===== config.mk =====
export PLATFORM = sky130hd
export DESIGN_NAME = inst_fetch_ctrl
export DESIGN_NICKNAME = d
export VERILOG_FILES = /design/src/rtl/core_pkg.sv /design/src/rtl/fetch_pc_gen.sv /design/src/rtl/inst_fetch_ctrl.sv
export SDC_FILE = /design/constraint.sdc
export NUM_CORES = 1
export LEC_CHECK = 0
export CAP_MARGIN = 20
export CORE_ASPECT_RATIO = 1.4
export CORE_MARGIN = 5
export CORE_UTILIZATION = 35
export DETAILED_ROUTE_END_ITERATION = 8
export PLACE_DENSITY = 0.64
export SETUP_SLACK_MARGIN = 0.02
export SLEW_MARGIN = 20
export SYNTH_ARGS = -nofsm -noshare
export SYNTH_HDL_FRONTEND = slang
export SYNTH_SLANG_ARGS = --single-unit

===== constraint.sdc =====
create_clock -name clk -period 4.9 [get_ports clk]
set_clock_uncertainty 0.05 [all_clocks]
set_input_delay 0.98 -clock clk [delete_from_list [all_inputs] [get_ports clk]]
set_output_delay 0.98 -clock clk [all_outputs]
set_load 0.02 [all_outputs]

===== src/rtl/core_pkg.sv =====
// Shared types and constants for the fetch stage of the pipelined RISC-V core.
package core_pkg;

    localparam int unsigned XLEN = 64;
    localparam int unsigned ILEN = 32;

    localparam logic [ILEN-1:0] NOP_INST   = 32'h00000013;
    localparam logic [ILEN-1:0] ECALL_INST = 32'h00000073;

    typedef enum logic [1:0] {
        StIdle,
        StRun,
        StDrain,
        StHalt
    } fetch_state_t;

    typedef enum logic [1:0] {
        PcHold,
        PcInc,
        PcRedirect
    } pc_sel_t;

endpackage


===== src/rtl/fetch_pc_gen.sv =====
// Program counter register with +4 / redirect / hold next-PC mux and fetch legality check.
module fetch_pc_gen
    import core_pkg::*;
#(
    parameter logic [XLEN-1:0] RESET_PC  = '0,
    parameter int unsigned     MEM_BYTES = 256
) (
    input  logic            clk,
    input  logic            reset,
    input  pc_sel_t         pc_sel,
    input  logic [XLEN-1:0] redirect_pc,
    output logic [XLEN-1:0] pc,
    output logic            pc_legal
);

    localparam int unsigned EndW = XLEN + 1;

    logic [XLEN-1:0] pc_q, pc_d;
    logic [EndW-1:0] pc_end;

    always_comb begin
        pc_d = pc_q;
        unique case (pc_sel)
            PcInc:      pc_d = pc_q + 64'd4;
            PcRedirect: pc_d = redirect_pc;
            default:    pc_d = pc_q;
        endcase
    end

    // One extra bit so a PC near the top of the address space cannot wrap into range.
    assign pc_end   = {1'b0, pc_q} + EndW'(4);
    assign pc_legal = (pc_q[1:0] == 2'b00) && (pc_end <= EndW'(MEM_BYTES));
    assign pc       = pc_q;

    always_ff @(posedge clk or negedge reset) begin
        if (!reset) begin
            pc_q <= RESET_PC;
        end else begin
            pc_q <= pc_d;
        end
    end

endmodule


===== src/rtl/inst_fetch_ctrl.sv =====
// Fetch-stage controller: sequences Instruction_Memory, registers words into a valid/ready
// IF/ID output, and handles stalls, redirects, ecall drain and illegal-fetch halt.
module inst_fetch_ctrl
    import core_pkg::*;
#(
    parameter logic [XLEN-1:0] RESET_PC  = 64'h0,
    parameter int unsigned     MEM_BYTES = 256
) (
    input  logic            clk,
    input  logic            reset,
    input  logic            start,
    output logic [XLEN-1:0] Inst_Address,
    input  logic [ILEN-1:0] Instruction,
    input  logic            redirect_valid,
    input  logic [XLEN-1:0] redirect_pc,
    input  logic            id_ready,
    output logic            if_valid,
    output logic [XLEN-1:0] if_pc,
    output logic [ILEN-1:0] if_inst,
    output logic            halted,
    output logic            fetch_fault
);

    fetch_state_t    state_q, state_d;
    logic            valid_q, valid_d;
    logic [XLEN-1:0] ipc_q, ipc_d;
    logic [ILEN-1:0] inst_q, inst_d;
    logic            fault_q, fault_d;

    pc_sel_t         pc_sel;
    logic [XLEN-1:0] pc;
    logic            pc_legal;
    logic            xfer;
    logic            out_free;

    fetch_pc_gen #(
        .RESET_PC  (RESET_PC),
        .MEM_BYTES (MEM_BYTES)
    ) u_pc_gen (
        .clk         (clk),
        .reset       (reset),
        .pc_sel      (pc_sel),
        .redirect_pc (redirect_pc),
        .pc          (pc),
        .pc_legal    (pc_legal)
    );

    assign xfer     = valid_q && id_ready;
    assign out_free = !valid_q || id_ready;

    always_comb begin
        state_d = state_q;
        valid_d = valid_q;
        ipc_d   = ipc_q;
        inst_d  = inst_q;
        fault_d = fault_q;
        pc_sel  = PcHold;
        unique case (state_q)
            StIdle: begin
                if (start) state_d = StRun;
            end
            StRun: begin
                if (redirect_valid) begin
                    valid_d = 1'b0;
                    pc_sel  = PcRedirect;
                end else if (!pc_legal) begin
                    // An older, still-unconsumed word stays visible until decode takes it.
                    state_d = StHalt;
                    fault_d = 1'b1;
                    if (out_free) valid_d = 1'b0;
                end else if (out_free) begin
                    valid_d = 1'b1;
                    ipc_d   = pc;
                    inst_d  = Instruction;
                    if (Instruction == ECALL_INST) state_d = StDrain;
                    else                           pc_sel  = PcInc;
                end
            end
            StDrain: begin
                if (redirect_valid) begin
                    valid_d = 1'b0;
                    pc_sel  = PcRedirect;
                    state_d = StRun;
                end else if (xfer) begin
                    valid_d = 1'b0;
                    state_d = StHalt;
                end
            end
            StHalt: begin
                if (xfer) valid_d = 1'b0;
            end
            default: state_d = StIdle;
        endcase
    end

    always_ff @(posedge clk or negedge reset) begin
        if (!reset) begin
            state_q <= StIdle;
            valid_q <= 1'b0;
            ipc_q   <= '0;
            inst_q  <= NOP_INST;
            fault_q <= 1'b0;
        end else begin
            state_q <= state_d;
            valid_q <= valid_d;
            ipc_q   <= ipc_d;
            inst_q  <= inst_d;
            fault_q <= fault_d;
        end
    end

    assign Inst_Address = pc;
    assign if_valid     = valid_q;
    assign if_pc        = ipc_q;
    assign if_inst      = inst_q;
    assign halted       = (state_q == StHalt);
    assign fetch_fault  = fault_q;

endmodule


# Word-level counts from Yosys, hierarchy flattened
# Index checks and enable logic that the tools add are counted.
dict set report word_totals {
  word_cells 58
  reg_bits 164
  out_inout_bits 163
  inputBits 101
}
dict set report classes {
  muxes 22
  n_eq_ne 12
  reduce_logical 13
  addsub 2
  order_cmp 1
  bitwise 2
}
# op n
set op_table {}
lappend op_table {{one-hot mux 64 bit (2 select lines)} 1}
lappend op_table {{adder 64 x 3 -> 65 bit (second input constant)} 1}
lappend op_table {{less-or-equal comparator 65 x 9 -> 1 bit (second input constant)} 1}
lappend op_table {{adder 64 x 3 -> 64 bit (second input constant)} 1}
lappend op_table {{== test 32 x 7 -> 1 bit (second input constant)} 1}
lappend op_table {{two-way mux 2 bit} 9}
lappend op_table {{inequality test 3 bit (second input constant)} 4}
lappend op_table {{two-way mux 1 bit} 9}
lappend op_table {{== test 2 bit (second input constant)} 3}
lappend op_table {{one-hot mux 2 bit (3 select lines)} 1}
lappend op_table {{AND reduction 6 bit} 1}
lappend op_table {{nonzero test 3 bit} 2}
lappend op_table {{== test 2 x 1 -> 1 bit (second input constant)} 2}
lappend op_table {{zero test 2 bit} 2}
lappend op_table {{inequality test 2 bit (second input constant)} 2}
lappend op_table {{one-hot mux 2 bit (2 select lines)} 1}
lappend op_table {{AND reduction 4 bit} 1}
lappend op_table {{one-hot mux 1 bit (3 select lines)} 1}
lappend op_table {{AND reduction 3 bit} 1}
lappend op_table {{logical AND 1 bit} 2}
lappend op_table {{inverter 1 bit} 2}
lappend op_table {{AND reduction 2 bit} 1}
lappend op_table {{nonzero test 2 bit} 1}
lappend op_table {{zero test 1 bit} 1}
lappend op_table {{logical OR 1 bit} 1}

# Logic depth before layout (Yosys ltp)
dict set report logic_depth {
  ltp_word 8
  mapped_depth 19
  mapped_depth_nobuf 15
}

# Hierarchy
# Synthesis repeated with hierarchy kept, for this count alone.
dict set report hier_totals {
  cells_unflattened 937
  hier_area_um2 9160.0
}
# mod cells_per_inst seq_area_each_um2 n_inst area_each_um2
set by_module_without_submodules {}
lappend by_module_without_submodules {fetch_pc_gen 689 1601.5 1 5203.7}
lappend by_module_without_submodules {inst_fetch_ctrl 248 2506.2 1 3956.3}

# Worst setup path before layout
# OpenSTA, ideal clock, no wires.
dict set report synth_path {
  path_kind {reg-to-reg}
  startpoint {register u_pc_gen.pc_q[2] (netlist: u_pc_gen.pc[2])}
  endpoint {register u_pc_gen.pc_q[15] (netlist: u_pc_gen.pc[15])}
  setup_ps 122
  setup_slack_ps -249
  arrival_time_ps 4978
  n_path_buf 4
  synth_period_minus_slack_ps 5149
  required_time_ps 4728
  path_stages_with_launch 18
  cell_sequence {dfrtp_1 ha_1 nand4_1 nor4_2 nand2_1 or2_1 a2111oi_0 nand4_1 nor4_2 nand3_4 buf_6 or3b_1 ha_1 clkbuf_1 clkbuf_1 clkbuf_1 nor2_1 o22a_1}
}
dict set report synth_via {
  elab_chain_cells 8
  elab_cells_between_ends 11
  classes_between {add/sub (2); order compare (1); eq/ne (2); mux (4); reduce/logical (2)}
}
# item line
set synth_lines {}
lappend synth_lines {{start, declared} fetch_pc_gen.sv:18} ;# logic [XLEN-1:0] pc_q, pc_d;
lappend synth_lines {{start signal, assigned} fetch_pc_gen.sv:39} ;# pc_q <= pc_d;
lappend synth_lines {{adder 64 x 3 -> 65 bit} fetch_pc_gen.sv:31} ;# assign pc_end = {1'b0, pc_q} + EndW'(4);
lappend synth_lines {{less-or-equal comparator 65 x 9 -> 1 bit} fetch_pc_gen.sv:32} ;# assign pc_legal = (pc_q[1:0] == 2'b00) && (pc_end <= EndW'(MEM_BYTES));
lappend synth_lines {{logical AND 1 bit} fetch_pc_gen.sv:32}
lappend synth_lines {{two-way mux 1 bit} inst_fetch_ctrl.sv:66} ;# end else if (!pc_legal) begin
lappend synth_lines {{two-way mux 2 bit} inst_fetch_ctrl.sv:63} ;# if (redirect_valid) begin
lappend synth_lines {{one-hot mux 2 bit (2 select lines)} inst_fetch_ctrl.sv:58} ;# unique case (state_q)
lappend synth_lines {{== test 2 bit / == test 2 x 1 -> 1 bit (equally long branches)} fetch_pc_gen.sv:23} ;# unique case (pc_sel)
lappend synth_lines {{one-hot mux 64 bit (2 select lines) / nonzero test 2 bit (equally long branches)} -}
# Several ways; a longest one is shown, not always the timed one.
# A chain may end at the register's enable or synchronous reset.

# Final worst setup path
dict set report layout_path {
  startpoint {register u_pc_gen.pc_q[29] (netlist: u_pc_gen.pc[29])}
  endpoint {register u_pc_gen.pc_q[40] (netlist: u_pc_gen.pc[40])}
}
# The elaborated chain is that of the path after synthesis.

==> flow_metrics.py <==
metrics = {
    "floorplan": {
        "floorplan.die_area_um2": 29210,
        "die_width_um": 145.9,
        "coreArea_um2": 25470,
        "die_height_um": 200.3,
        "rows": 69,
        "ioPinCount": 264,
        "initial_core_util": 0.3553,
    },
    "clocking": {
        "cts_root_buf": "sky130_fd_sc_hd__clkbuf_16",
        "clk_transition_reported_paths_ns": 0.07,
        "tritoncts": "done",
        "cts_max_path_buffers": 2,
        "clock_sinks": 164,
        "insertion_delay_ns": 0.43,
        "deepest_level_of_the_cts_h_tree": 4,
        "cts-buffers-inserted": 17,
    },
    "drt": {
        "post-route-drc-count": 0,
        "drtAntennaViolNets": 0,
        "route.detailed.vias_per_inst": 5.591,
        "dr_total_vias": 8907,
        "detail_route.iter0.violations": 600,
        "drt_pass1_iterations": 5,
        "wl_um": 32960,
        "routed_wire_length_per_instance_um": 20.69,
    },
    "synth": {
        "synth_enable_flop_cells": 0,
        "syn_area_um2": 9049,
        "syn_inst": 985,
        "synth_async_sr_flop_share": 1.000,
        "synth_sequential_area_ratio": 0.4540,
        "synthDistinctLibCells": 70,
        "syn-num-nets": 1093,
        "yosysWarnings": 0,
        "avg_cell_area_syn_um2": 9.186,
        "synth_top_flop_cell": "sky130_fd_sc_hd__dfrtp_1",
        "synth.ff_latch_count": 164,
    },
    "place": {
        "portBuffers": 263,
        "gpl.final_weighted_congestion": 0.9624,
        "dp.final_hpwl_um": 24870,
        "postPlaceCellArea_um2": 12330,
    },
    "sta": {
        "finalSetupViolCount": 0,
        "worst_relative_slew_slack": 0.3632,
        "worstMarginPinSlew_ns": 0.9552,
        "timing.fmax_mhz": 210.5,
        "post-route-period-util": 0.9695,
        "finalSetupTns_ns": 0,
        "drv_slew": 0,
        "fin_hold_ws_ns": 0.4328,
        "setup_repair_after_global_routing_missed_its_margin": "no",
        "period_minus_slack_ns": 4.750,
        "report.final.hold_viol_count": 0,
    },
    "run_status": {
        "outcome": "complete, no violations",
    },
    "power_and_ir_drop": {
        "total_power_mw": 6.211,
        "power_density_nw_per_um2": 475.4,
        "ir_worst_vdd_v": 0.0003213,
        "static-leakage-power_nw": 5.295,
    },
    "final_layout": {
        "drive_gt1_frac": 0.1334,
        "synthToLayoutAreaGrowth_pct": 44.39,
        "layout.cells.most_common": "sky130_fd_sc_hd__clkdlybuf4s50_1",
        "final_cell_mix": "sky130_fd_sc_hd__clkdlybuf4s50_1 (262), sky130_fd_sc_hd__dfrtp_1 (159), sky130_fd_sc_hd__o21ai_0 (105)",
        "antennaDiodeCount": 0,
        "finalInstanceArea_um2": 13070,
        "final_core_utilization": 0.5130,
        "layout.nets": 1369,
    },
    "critical_path": {
        "cp.arrival_ns": 5.02,
        "cp.required_ns": 5.17,
        "crit_path_start_kind": "flop",
        "timing.critical_path.fanout_max": 29,
        "critical_path.endpoint_type": "flop",
        "path_class": "reg -> reg",
        "timing.reg2reg.worst_path_depth": 13,
    },
    "hold_path": {
        "worstHoldPathCells": 1,
        "worst_hold_path_type": "reg -> reg",
    },
    "grt": {
        "globalRouteTotalUtil": 0.2192,
        "grt_pass1_wl_um": 50950,
        "globalRouteOverflowTotal": 0,
        "grt_pass1_vias": 8935,
        "grt_antenna_before_repair": 0,
        "pin_count_of_the_biggest_net_entering_global_routing": 97,
    },
    "job": {
        "drv.max_cap_violation_count": 0,
    },
}
-- cell usage after synthesis (all sizes together) (2+ instances only) --
cell	count	area, um2
o22a	7	61.31
o21a	2	15.01
nand2b	2	12.51
nor3b	6	45.04
or3	5	31.28
a21o	3	22.52
a22oi	8	60.06
buf	21	131.4
a211oi	4	30.03
or4	4	33.78
xnor2	14	122.6
a31oi	15	93.84
dfrtp	161	4029
mux2i	10	100.1
nor4	33	225.2
and2	63	394.1
inv	12	45.04
and3	13	81.33
nand2	44	165.2
nand4	42	269.0
dfstp	3	78.83
clkbuf	55	210.2
nor2	94	352.8
or2	6	37.54
mux2	45	506.7
a21oi	64	320.3
ha	7	87.58
nor4b	4	50.05
nor3	38	201.5
o31ai	3	22.52
o211ai	4	30.03
nor2b	2	12.51
o21ai	105	525.5
a32oi	5	43.79
nand3	28	152.7
o22ai	6	37.54
nand3b	2	15.01
and4	19	166.4
a2bb2oi	3	26.28
xor2	7	61.31
-- report_power, final --
part           switching (mW)  leakage, nW  internal (mW)
Sequential              0.379         2.18           1.60
Combinational            1.57         2.80           1.18
Clock                   0.615        0.318          0.872
-- final timing paths --
path,start,to,slack (ns)
max in group asynchronous,reset,if_pc[1]$_DFFE_PN0P_,3.14
min,if_pc[30]$_DFFE_PN0P_,if_pc[30]$_DFFE_PN0P_,0.43
min reg2reg,if_pc[30]$_DFFE_PN0P_,if_pc[30]$_DFFE_PN0P_,0.43
min in group asynchronous,reset,u_pc_gen.pc[45]$_DFFE_PN0P_,0.55
max,u_pc_gen.pc[29]$_DFFE_PN0P_,u_pc_gen.pc[40]$_DFFE_PN0P_,0.15
max reg2reg,u_pc_gen.pc[29]$_DFFE_PN0P_,u_pc_gen.pc[40]$_DFFE_PN0P_,0.15
-- stage by stage --
step           setup slack (ns)  cells
4_1_cts                  0.1113   1590
3_5_place_dp           -0.08184   1558
3_3_place_gp           -0.02814   1558
5_1_grt                 0.02220   1593
6_report                 0.1495   1593
2_1_floorplan           0.08671    985
-- logic make-up after synthesis --
family	count (synthesis)	share of synthesized area
simple gates	409	0.2524
compound gates	241	0.1539
flops	164	0.4540
buf+inv	88	0.04273
mux	55	0.06706
xor+xnor	21	0.02033
fa+ha+maj	7	0.009679
-- cell type report --
type | instances | area, um2
Fill cell | 2416 | 12400
Multi-Input combinational cell | 733 | 4649
Sequential cell | 164 | 4110
Timing Repair Buffer | 333 | 3213
Clock buffer | 17 | 425.4
Tap cell | 319 | 399.1
Clock inverter | 15 | 222.7
Inverter | 12 | 45.04
-- state kept, by name, summed over array words and instances (netlist names) --
| register | cells |
|---|---|
| if_inst | 32 |
| if_pc | 64 |
| state_q | 2 |
| if_valid | 1 |
| fetch_fault | 1 |
| u_pc_gen.pc | 64 |
-- what timing repair did --
item                                    4_1_cts  5_1_grt
setup buffers                                 0        3
hold buffers                                  0        0
gates resized for setup                       1        9
cloned                                        0        0
pin swaps                                     0        2
endpoints found under the setup margin       26       50
-- metal layers --
layer	track usage	wire length, um	vias to the layer above
met3	0.04385	1878	72
li1	-	-	4165
met4	0.1001	1291	0
met5	0	0	-
met2	0.3865	16600	385
met1	0.2554	13180	4285
-- worst max-delay path, cell delays in order, from the launching register on --
cell	delay, ns
sky130_fd_sc_hd__dfrtp_1	0.51
sky130_fd_sc_hd__nand3_1	0.28
sky130_fd_sc_hd__nor2_1	0.34
sky130_fd_sc_hd__nand4_1	0.33
sky130_fd_sc_hd__or4_1	0.56
sky130_fd_sc_hd__a22o_1	0.22
sky130_fd_sc_hd__or4_4	0.44
sky130_fd_sc_hd__nor3_4	0.31
sky130_fd_sc_hd__nand3_4	0.10
sky130_fd_sc_hd__or3b_1	0.42
sky130_fd_sc_hd__ha_4	0.55
sky130_fd_sc_hd__buf_12	0.21
sky130_fd_sc_hd__a21oi_1	0.05
sky130_fd_sc_hd__o22ai_1	0.26
Power figures use the tool's default switching activity.
